===== src/rtl/reaction_pkg.sv =====
// Shared types and helpers for the reaction-timer controller.
package reaction_pkg;

  typedef enum logic [2:0] {
    IDLE,
    ARM,
    DELAY,
    GO,
    DONE,
    FAULT
  } state_t;

  // Fibonacci taps 16,14,13,11 expressed as a mask over bits [15:0]
  localparam logic [15:0] LFSR_TAPS = 16'hB400;

  function automatic int unsigned first_set(input logic [7:0] v);
    logic found;
    first_set = 0;
    found     = 1'b0;
    for (int unsigned i = 0; i < 8; i++) begin
      if (v[i] && !found) begin
        first_set = i;
        found     = 1'b1;
      end
    end
  endfunction

endpackage


===== src/rtl/ms_tick_gen.sv =====
// Millisecond tick prescaler: one-cycle tick every TICK_DIV clocks, restartable via clr.
module ms_tick_gen #(
  parameter int unsigned TICK_DIV = 50000
) (
  input  logic clk,
  input  logic reset,
  input  logic clr,
  output logic tick
);

  localparam int unsigned CNT_W = (TICK_DIV > 1) ? $clog2(TICK_DIV) : 1;

  logic [CNT_W-1:0] r_cnt;
  logic             w_wrap;

  assign w_wrap = (r_cnt == CNT_W'(TICK_DIV - 1));
  assign tick   = w_wrap;

  always_ff @(posedge clk or posedge reset) begin
    if (reset) begin
      r_cnt <= '0;
    end else if (clr || w_wrap) begin
      r_cnt <= '0;
    end else begin
      r_cnt <= r_cnt + CNT_W'(1);
    end
  end

endmodule


===== src/rtl/reaction_ctrl.sv =====
// Multi-player reaction-timer controller: random delay, go window with timeout,
// false-start detection and lowest-index first-press arbitration.
module reaction_ctrl
  import reaction_pkg::*;
#(
  parameter int unsigned NUM_PLAYERS    = 2,
  parameter int unsigned TICK_DIV       = 50000,
  parameter int unsigned TIME_W         = 11,
  parameter int unsigned DELAY_MIN_MS   = 1000,
  parameter int unsigned DELAY_RANGE_MS = 1024,
  parameter int unsigned TIMEOUT_MS     = 2000,
  parameter logic [15:0] LFSR_SEED      = 16'hACE1,
  localparam int unsigned WIN_W = (NUM_PLAYERS > 1) ? $clog2(NUM_PLAYERS) : 1
) (
  input  logic                   clk,
  input  logic                   reset,
  input  logic                   start,
  input  logic [NUM_PLAYERS-1:0] btn,
  output logic                   go,
  output logic                   capture,
  output logic [TIME_W-1:0]      result_ms,
  output logic [WIN_W-1:0]       winner,
  output logic                   false_start,
  output logic                   timeout,
  output logic                   busy
);

  localparam int unsigned DLY_W     = 17;
  localparam logic [15:0] LFSR_MASK = 16'(DELAY_RANGE_MS - 1);

  state_t            r_state;
  state_t            w_state_nxt;
  logic [15:0]       r_lfsr;
  logic [DLY_W-1:0]  r_delay;
  logic [DLY_W-1:0]  w_delay_load;
  logic [TIME_W-1:0] r_rt;
  logic              w_tick;
  logic              w_tick_clr;
  logic              w_any;
  logic [WIN_W-1:0]  w_first;

  logic              w_cap;
  logic [TIME_W-1:0] w_cap_res;
  logic [WIN_W-1:0]  w_cap_win;
  logic              w_cap_fs;
  logic              w_cap_to;

  logic              r_go;
  logic              r_capture;
  logic [TIME_W-1:0] r_result;
  logic [WIN_W-1:0]  r_winner;
  logic              r_false_start;
  logic              r_timeout;
  logic              r_busy;

  assign w_any        = |btn;
  assign w_first      = WIN_W'(first_set(8'(btn)));
  assign w_delay_load = DLY_W'(DELAY_MIN_MS) + DLY_W'(r_lfsr & LFSR_MASK);
  assign w_tick_clr   = ((w_state_nxt == DELAY) && (r_state != DELAY)) ||
                        ((w_state_nxt == GO) && (r_state != GO));

  ms_tick_gen #(
    .TICK_DIV(TICK_DIV)
  ) u_tick (
    .clk  (clk),
    .reset(reset),
    .clr  (w_tick_clr),
    .tick (w_tick)
  );

  always_ff @(posedge clk or posedge reset) begin
    if (reset) begin
      r_lfsr <= LFSR_SEED;
    end else begin
      r_lfsr <= {r_lfsr[14:0], ^(r_lfsr & LFSR_TAPS)};
    end
  end

  always_ff @(posedge clk or posedge reset) begin
    if (reset) begin
      r_state <= IDLE;
    end else begin
      r_state <= w_state_nxt;
    end
  end

  always_comb begin
    w_state_nxt = r_state;
    w_cap       = 1'b0;
    w_cap_res   = '0;
    w_cap_win   = '0;
    w_cap_fs    = 1'b0;
    w_cap_to    = 1'b0;
    unique case (r_state)
      IDLE: if (start) w_state_nxt = ARM;
      ARM:  if (!start) w_state_nxt = DELAY;
      DELAY: begin
        if (w_any) begin
          w_state_nxt = FAULT;
          w_cap       = 1'b1;
          w_cap_fs    = 1'b1;
          w_cap_win   = w_first;
        end else if (w_tick && (r_delay <= DLY_W'(1))) begin
          w_state_nxt = GO;
        end
      end
      GO: begin
        // a press in the timeout cycle takes priority over the timeout
        if (w_any) begin
          w_state_nxt = DONE;
          w_cap       = 1'b1;
          w_cap_res   = r_rt;
          w_cap_win   = w_first;
        end else if (r_rt == TIME_W'(TIMEOUT_MS)) begin
          w_state_nxt = DONE;
          w_cap       = 1'b1;
          w_cap_to    = 1'b1;
          w_cap_res   = TIME_W'(TIMEOUT_MS);
        end
      end
      DONE, FAULT: if (!w_any && !start) w_state_nxt = IDLE;
      default: w_state_nxt = IDLE;
    endcase
  end

  always_ff @(posedge clk or posedge reset) begin
    if (reset) begin
      r_delay <= '0;
      r_rt    <= '0;
    end else begin
      if (r_state == ARM && !start) begin
        r_delay <= w_delay_load;
      end else if (r_state == DELAY && w_tick && r_delay != '0) begin
        r_delay <= r_delay - DLY_W'(1);
      end
      if (r_state != GO) begin
        r_rt <= '0;
      end else if (w_tick && r_rt != '1) begin
        r_rt <= r_rt + TIME_W'(1);
      end
    end
  end

  // outputs are registered from next-state so they change on the entry edge
  always_ff @(posedge clk or posedge reset) begin
    if (reset) begin
      r_go          <= 1'b0;
      r_busy        <= 1'b0;
      r_capture     <= 1'b0;
      r_result      <= '0;
      r_winner      <= '0;
      r_false_start <= 1'b0;
      r_timeout     <= 1'b0;
    end else begin
      r_go      <= (w_state_nxt == GO);
      r_busy    <= (w_state_nxt != IDLE);
      r_capture <= w_cap;
      if (w_cap) begin
        r_result      <= w_cap_res;
        r_winner      <= w_cap_win;
        r_false_start <= w_cap_fs;
        r_timeout     <= w_cap_to;
      end
    end
  end

  assign go          = r_go;
  assign capture     = r_capture;
  assign result_ms   = r_result;
  assign winner      = r_winner;
  assign false_start = r_false_start;
  assign timeout     = r_timeout;
  assign busy        = r_busy;

endmodule

===== config.mk =====
export PLATFORM = sky130hd
export DESIGN_NAME = reaction_ctrl
export DESIGN_NICKNAME = d
export VERILOG_FILES = /design/src/rtl/reaction_pkg.sv /design/src/rtl/ms_tick_gen.sv /design/src/rtl/reaction_ctrl.sv
export SDC_FILE = /design/constraint.sdc
export NUM_CORES = 1
export LEC_CHECK = 0
export ABC_AREA = 1
export CAP_MARGIN = 20
export CORE_ASPECT_RATIO = 0.8
export CORE_MARGIN = 1.5
export CORE_UTILIZATION = 55
export DETAILED_ROUTE_END_ITERATION = 7
export GPL_ROUTABILITY_DRIVEN = 0
export GPL_TIMING_DRIVEN = 0
export PLACE_DENSITY = 0.76
export SLEW_MARGIN = 20
export SYNTH_ARGS = -nofsm -noshare
export SYNTH_HDL_FRONTEND = slang
export SYNTH_SLANG_ARGS = --single-unit

===== constraint.sdc =====
create_clock -name clk -period 3.75 [get_ports clk]
set_input_delay 0.75 -clock clk [delete_from_list [all_inputs] [get_ports clk]]
set_output_delay 0.75 -clock clk [all_outputs]
set_load 0.05 [all_outputs]

==> impl_metrics.env, run 1 <==
export IMPL_status="finished clean"
export IMPL_p_sw_share_pct=42.8
export IMPL_chipWidth_um=103
export IMPL_p_int_uw=1780
export IMPL_r2r_slack_ns=1.94
export IMPL_routedWlPerCell_um=12.8
export IMPL_rows=28
export IMPL_power_share_clock_pct=20.8
export IMPL_fp_dieH_um=82.7
export IMPL_worstPathArrival_ns=1.54
export IMPL_root_buffer="clkbuf_8"
export IMPL_drv_cap=0
export IMPL_r2r_start="r_rt[0]$_DFFE_PP0P_"
export IMPL_pin_count=22
export IMPL_finalClockSkew_ns=0.0113
export IMPL_cts_hold_fix_buffers=0
export IMPL_end_kind="output port"
export IMPL_antenna_found_initial=0
export IMPL_drt_first_pass_iters=7
export IMPL_hold_depth=0
export IMPL_crit_type="flip-flop to output port"
export IMPL_dpl_hpwl_um=6550
export IMPL_vdd_drop_max_uv=281
export IMPL_core_sq_um=7530
export IMPL_synth_seq_cells=80
export IMPL_hp_start="r_lfsr[14]$_DFF_PP0_"
export IMPL_ctsHtreeMaxLevel=3
export IMPL_diodes=0
export IMPL_dp_cells=695
export IMPL_wl_um=9100
export IMPL_rsz0062_at_grt="false"
export IMPL_grt_pass1_wl_um=16100
export IMPL_grt_pass1_vias=3496
export IMPL_grt_max_degree=55
export IMPL_final_cells=711
export IMPL_dieArea_sq_um=8480
export IMPL_syn_to_final_growth_pct=13.0
export IMPL_fin_util_pct=65.5
export IMPL_setup_viol=0
export IMPL_p_comb_share_pct=41.4
export IMPL_syn_nets=580
export IMPL_synth_flop_cell="dfrtp_1"
export IMPL_critPathMaxStageDelay_ns=0.82
export IMPL_critPathRequiredTime_ns=3.00
export IMPL_sequentialPowerShare_pct=37.9
export IMPL_cp_top_family="buffers and inverters"
export IMPL_mostFrequentLayoutCells="152 x nand2_1, 80 x nor2_1, 72 x nand3_1, 72 x dfrtp_1, 50 x inv_1"
export IMPL_tightestPinTransition_ns=0.510
export IMPL_regToRegEndpoint="result_ms[1]$_DFFE_PP0P_"
export IMPL_synth_edf_count=0
export IMPL_clock_sinks=80
export IMPL_drc=0
export IMPL_final_common_cell="nand2_1"
export IMPL_final_hold_viol_count=0
export IMPL_synth_area_sq_um=4360
export IMPL_drive_gt1_share_pct=11.4
export IMPL_viasPerCell=5.22
export IMPL_min_to="r_lfsr[15]$_DFF_PP1_"
export IMPL_fin_nets=613
export IMPL_p_per_area_nw_per_um2=630
export IMPL_syn_area_per_cell_sq_um=7.68
export IMPL_startpoint_type="flip-flop"
export IMPL_cts_tree="done"
export IMPL_critPathSlowestCell="clkdlybuf4s50_1"
export IMPL_path_buf_inv=1
export IMPL_crit_chain="clkdlybuf4s50_1"
export IMPL_drtAntennaViolNets=0
export IMPL_report_final_slew_viol_count=0
export IMPL_p_leak_uw=0.00235
export IMPL_reg2reg_depth=10
export IMPL_clk_pin_slew_ns=0.08
export IMPL_grt_ovfl_total=0
export IMPL_min_path_type="flip-flop to flip-flop"
export IMPL_fin_crit_sh_pct=61.0
export IMPL_clk_latency_ns=0.36
export IMPL_synth_distinct_cells=32
export IMPL_slew_headroom_pct=65.9
export IMPL_fin_crit_ns=2.29
export IMPL_worstPathMaxFanout=2
export IMPL_grt_usage_pct=24.7
export IMPL_p_sw_uw=1330
export IMPL_yosysWarnings=0
export IMPL_drt_iter0_drc=291
export IMPL_synth_seq_area_share_pct=46.1
export IMPL_via_count=3711
export IMPL_cts_resized=0
export IMPL_cts_inserted_buffers=9
export IMPL_post_cts_setup_buffer_count=0
export IMPL_max_freq_mhz=437
export IMPL_start_util_pct=57.9
export IMPL_clockBufferDepth=2
export IMPL_syn_inst=568
export IMPL_synth_async_reset_ratio_pct=100
export IMPL_port_buffers=21
[per-stage QoR]
stage	total power (uW)	hold WS, ns	setup WS, ns	setup TNS, ns	area (sq um)
after floorplan	2140	0.333	0.962	0	4360
after global placement	2420	0.336	-0.291	-20.58	4710
after detailed placement	2460	0.352	1.32	0	4740
after CTS	3120	0.371	1.44	0	4930
after global routing	3360	0.384	1.41	0	4930
final	3110	0.366	1.46	0	4930
[worst max-delay path by stage]
stage / from / endpoint / slack, ns / depth (start not counted)
2_1_floorplan: reset / busy$_DFF_PP0_ / 0.96 / 1
6_report: result_ms[10]$_DFFE_PP0P_ / result_ms[10] / 1.46 / 1
3_5_place_dp: start / r_delay[4]$_DFFE_PP0P_ / 1.32 / 7
5_1_grt: result_ms[10]$_DFFE_PP0P_ / result_ms[10] / 1.41 / 1
3_3_place_gp: reset / timeout$_DFFE_PP0P_ / -0.29 / 2
4_1_cts: result_ms[10]$_DFFE_PP0P_ / result_ms[10] / 1.44 / 1
[flip-flops by register name, indices dropped and copies added (netlist names)]
register / count
capture: 1
u_tick.r_cnt: 16
r_rt: 11
r_delay: 17
r_state: 3
winner: 1
busy: 1
go: 1
result_ms: 11
r_lfsr: 16
false_start: 1
timeout: 1
[cell families after synthesis]
| group | Yosys count | share of synthesized area [%] |
|---|---|---|
| and+or+nand+nor | 347 | 35.5 |
| DFF | 80 | 46.1 |
| buffers and inverters | 71 | 6.68 |
| AOI/OAI and AO/OA | 44 | 5.93 |
| xor gates and xnor gates | 19 | 3.81 |
| adders and majority gates | 7 | 2.01 |
[cell usage after synthesis, types with 7 or more instances]
master / n / area (sq um)
nand2_1: 152 / 571
nor2_1: 80 / 300
dfrtp_1: 72 / 1800
nand3_1: 72 / 360
inv_1: 51 / 191
o21ai_0: 19 / 95.1
xor2_1: 14 / 123
nor3_1: 13 / 65.1
a21oi_1: 8 / 40.0
dfstp_2: 8 / 210
inv_2: 8 / 30.0
ha_1: 7 / 87.6
nand3_2: 7 / 70.1
[layout make-up]
class	instances	area [sq um]
Tap cell	105	131
Clock inverter	5	56.3
Sequential cell	80	2010
Clock buffer	11	141
Buffer	11	66.3
Fill cell	645	2600
Inverter	60	228
Timing Repair Buffer	22	238
Multi-Input combinational cell	417	2060
[power by group through the flow]
| stage | registers, uW | clock network, uW | logic (uW) |
|---|---|---|---|
| after floorplan | 1320 | 0 | 822 |
| after global placement | 1190 | 0 | 1240 |
| after detailed placement | 1190 | 0 | 1270 |
| after CTS | 1170 | 662 | 1280 |
| after global routing | 1200 | 696 | 1470 |
| final | 1180 | 646 | 1290 |
[per-layer routing]
metal	vias to the layer above	wire [um]	global-route usage, %
met5	-	0	0
met4	0	124	8.36
met3	13	520	5.81
met2	108	3930	38.3
met1	1711	4530	34.2
li1	1879	-	-
Note: power is estimated with default switching activity, not from simulation.
==> run 2, diff against run 1 <==
==> constraint.sdc (replaced) <==
create_clock -name clk -period 2.3 [get_ports clk]
set_input_delay 0.46 -clock clk [delete_from_list [all_inputs] [get_ports clk]]
set_output_delay 0.46 -clock clk [all_outputs]
set_load 0.05 [all_outputs]
==> impl_metrics.env, run 2 (synthesis results as in run 1) <==
export IMPL_largest_reg_flops=17
export IMPL_grt_usage_pct=24.7
export IMPL_r2r_start="r_rt[0]$_DFFE_PP0P_"
export IMPL_antenna_found_initial=0
export IMPL_dieArea_sq_um=8480
export IMPL_critPathMaxStageDelay_ns=0.81
export IMPL_cp_top_family="buffers and inverters"
export IMPL_multi_input_area_sq_um=2060
export IMPL_r2r_slack_ns=0.55
export IMPL_hold_depth=0
export IMPL_setup_viol=0
export IMPL_core_sq_um=7530
export IMPL_final_hold_viol_count=0
export IMPL_critPathRequiredTime_ns=1.84
export IMPL_startpoint_type="flip-flop"
export IMPL_seq_area_sq_um=2010
export IMPL_vdd_drop_max_uv=512
export IMPL_clk_pin_slew_ns=0.08
export IMPL_hp_start="r_lfsr[14]$_DFF_PP0_"
export IMPL_min_path_type="flip-flop to flip-flop"
export IMPL_status="finished clean"
export IMPL_path_buf_inv=1
export IMPL_via_count=3814
export IMPL_grtUsageMet1_pct=34.2
export IMPL_start_util_pct=57.9
export IMPL_mostFrequentLayoutCells="152 x nand2_1, 80 x nor2_1, 72 x nand3_1, 72 x dfrtp_1, 50 x inv_1"
export IMPL_grtUsageMet2_pct=39.5
export IMPL_p_per_area_nw_per_um2=1050
export IMPL_cp_depth=1
export IMPL_max_freq_mhz=502
export IMPL_slew_headroom_pct=66.7
export IMPL_tightestPinTransition_ns=0.499
export IMPL_cts_tree="done"
export IMPL_fillers=630
export IMPL_drv_cap=0
export IMPL_reg_top3="r_delay (17), r_lfsr (16), u_tick.r_cnt (16)"
export IMPL_port_buffers=21
export IMPL_reg2reg_depth=10
export IMPL_grt_max_degree=29
export IMPL_regToRegEndpoint="result_ms[3]$_DFFE_PP0P_"
export IMPL_crit_type="flip-flop to output port"
export IMPL_drt_iter0_drc=260
export IMPL_fin_util_pct=66.7
export IMPL_fin_crit_sh_pct=86.5
export IMPL_p_leak_uw=0.00239
export IMPL_chipWidth_um=103
export IMPL_drt_first_pass_iters=5
export IMPL_rsz0062_at_grt="false"
export IMPL_diodes=0
export IMPL_cts_inserted_buffers=9
export IMPL_drc=0
export IMPL_root_buffer="clkbuf_8"
export IMPL_drtAntennaViolNets=0
export IMPL_critPathSlowestCell="clkdlybuf4s50_1"
export IMPL_worstPathArrival_ns=1.53
export IMPL_power_uw=5270
export IMPL_fin_nets=615
export IMPL_worstPathMaxFanout=2
export IMPL_routedWlPerCell_um=13.2
export IMPL_end_kind="output port"
export IMPL_dpl_hpwl_um=6970
export IMPL_viasPerCell=5.35
export IMPL_grt_ovfl_total=0
export IMPL_top_usage_layer="met2"
export IMPL_rows=28
export IMPL_finalClockSkew_ns=0.00961
export IMPL_setup_tns_ns=0
export IMPL_syn_to_final_growth_pct=15.1
export IMPL_grt_pass1_wl_um=16100
export IMPL_final_common_cell="nand2_1"
export IMPL_drive_gt1_share_pct=11.3
export IMPL_wl_um=9390
export IMPL_clk_latency_ns=0.35
export IMPL_report_final_slew_viol_count=0
export IMPL_clock_sinks=80
export IMPL_fin_crit_ns=1.99
export IMPL_met3_usage_pct=4.88
export IMPL_grt_pass1_vias=3525
export IMPL_pin_count=22
export IMPL_cts_resized=0
export IMPL_post_cts_setup_buffer_count=0
export IMPL_largest_register="r_delay"
export IMPL_cts_hold_fix_buffers=0
export IMPL_clockBufferDepth=2
export IMPL_crit_chain="clkdlybuf4s50_1"
export IMPL_ctsHtreeMaxLevel=3
export IMPL_min_to="r_lfsr[15]$_DFF_PP1_"
export IMPL_fp_dieH_um=82.7
## run 2: metal layers
layer  vias up  wire length [um]
met5         -                 0
met4         0                85
met3        10               493
met2       109              4270
met1      1810              4540
li1       1885                 -
## run 2: how the worst max path moves through the flow
stage                                          from                       end  slack (ns)
final                      result_ms[4]$_DFFE_PP0P_              result_ms[4]        0.31
after detailed placement                     btn[1]            busy$_DFF_PP0_        0.13
after global routing                         btn[0]            busy$_DFF_PP0_        0.25
after global placement                        reset      r_lfsr[12]$_DFF_PP0_        0.01
after CTS                 result_ms[10]$_DFFE_PP0P_             result_ms[10]        0.31
after floorplan                 r_rt[0]$_DFFE_PP0P_  result_ms[3]$_DFFE_PP0P_        0.81
## run 2: area by class of cell
class / instances / share of cell area [%]
repair buffers: 24 / 5.68
multi-input cells: 417 / 41.0
inverters: 60 / 4.56
clock buffers: 13 / 2.96
well taps: 105 / 2.62
flip-flops and latches: 80 / 40.0
clock inverters: 3 / 1.79
plain buffers: 11 / 1.32
## run 2: where the power goes
group	total (uW)	leakage [uW]	internal [uW]	switching (uW)
sequential	1920	0.00105	1680	244
clock	1250	0.000118	753	494
combinational	2110	0.00122	704	1400
## run 2: worst register-to-register path, cell delays in order (launching register included)
cell and delay [ns]:
dfrtp_1 0.42, inv_1 0.17, ha_1 0.17, nand2_1 0.08, nor2_1 0.09, nand3_1 0.10
nand2_1 0.12, nand2_2 0.12, buf_2 0.20, nand3_1 0.09, o21ai_0 0.09
## run 2: through the flow
step	instance area (sq um)	setup slack, ns	hold slack, ns	std cells
2_1_floorplan	4370	0.806	0.333	568
3_3_place_gp	4710	0.0122	0.337	694
3_5_place_dp	4780	0.133	0.348	697
4_1_cts	5020	0.307	0.364	713
5_1_grt	5020	0.253	0.367	713
6_report	5020	0.310	0.360	713
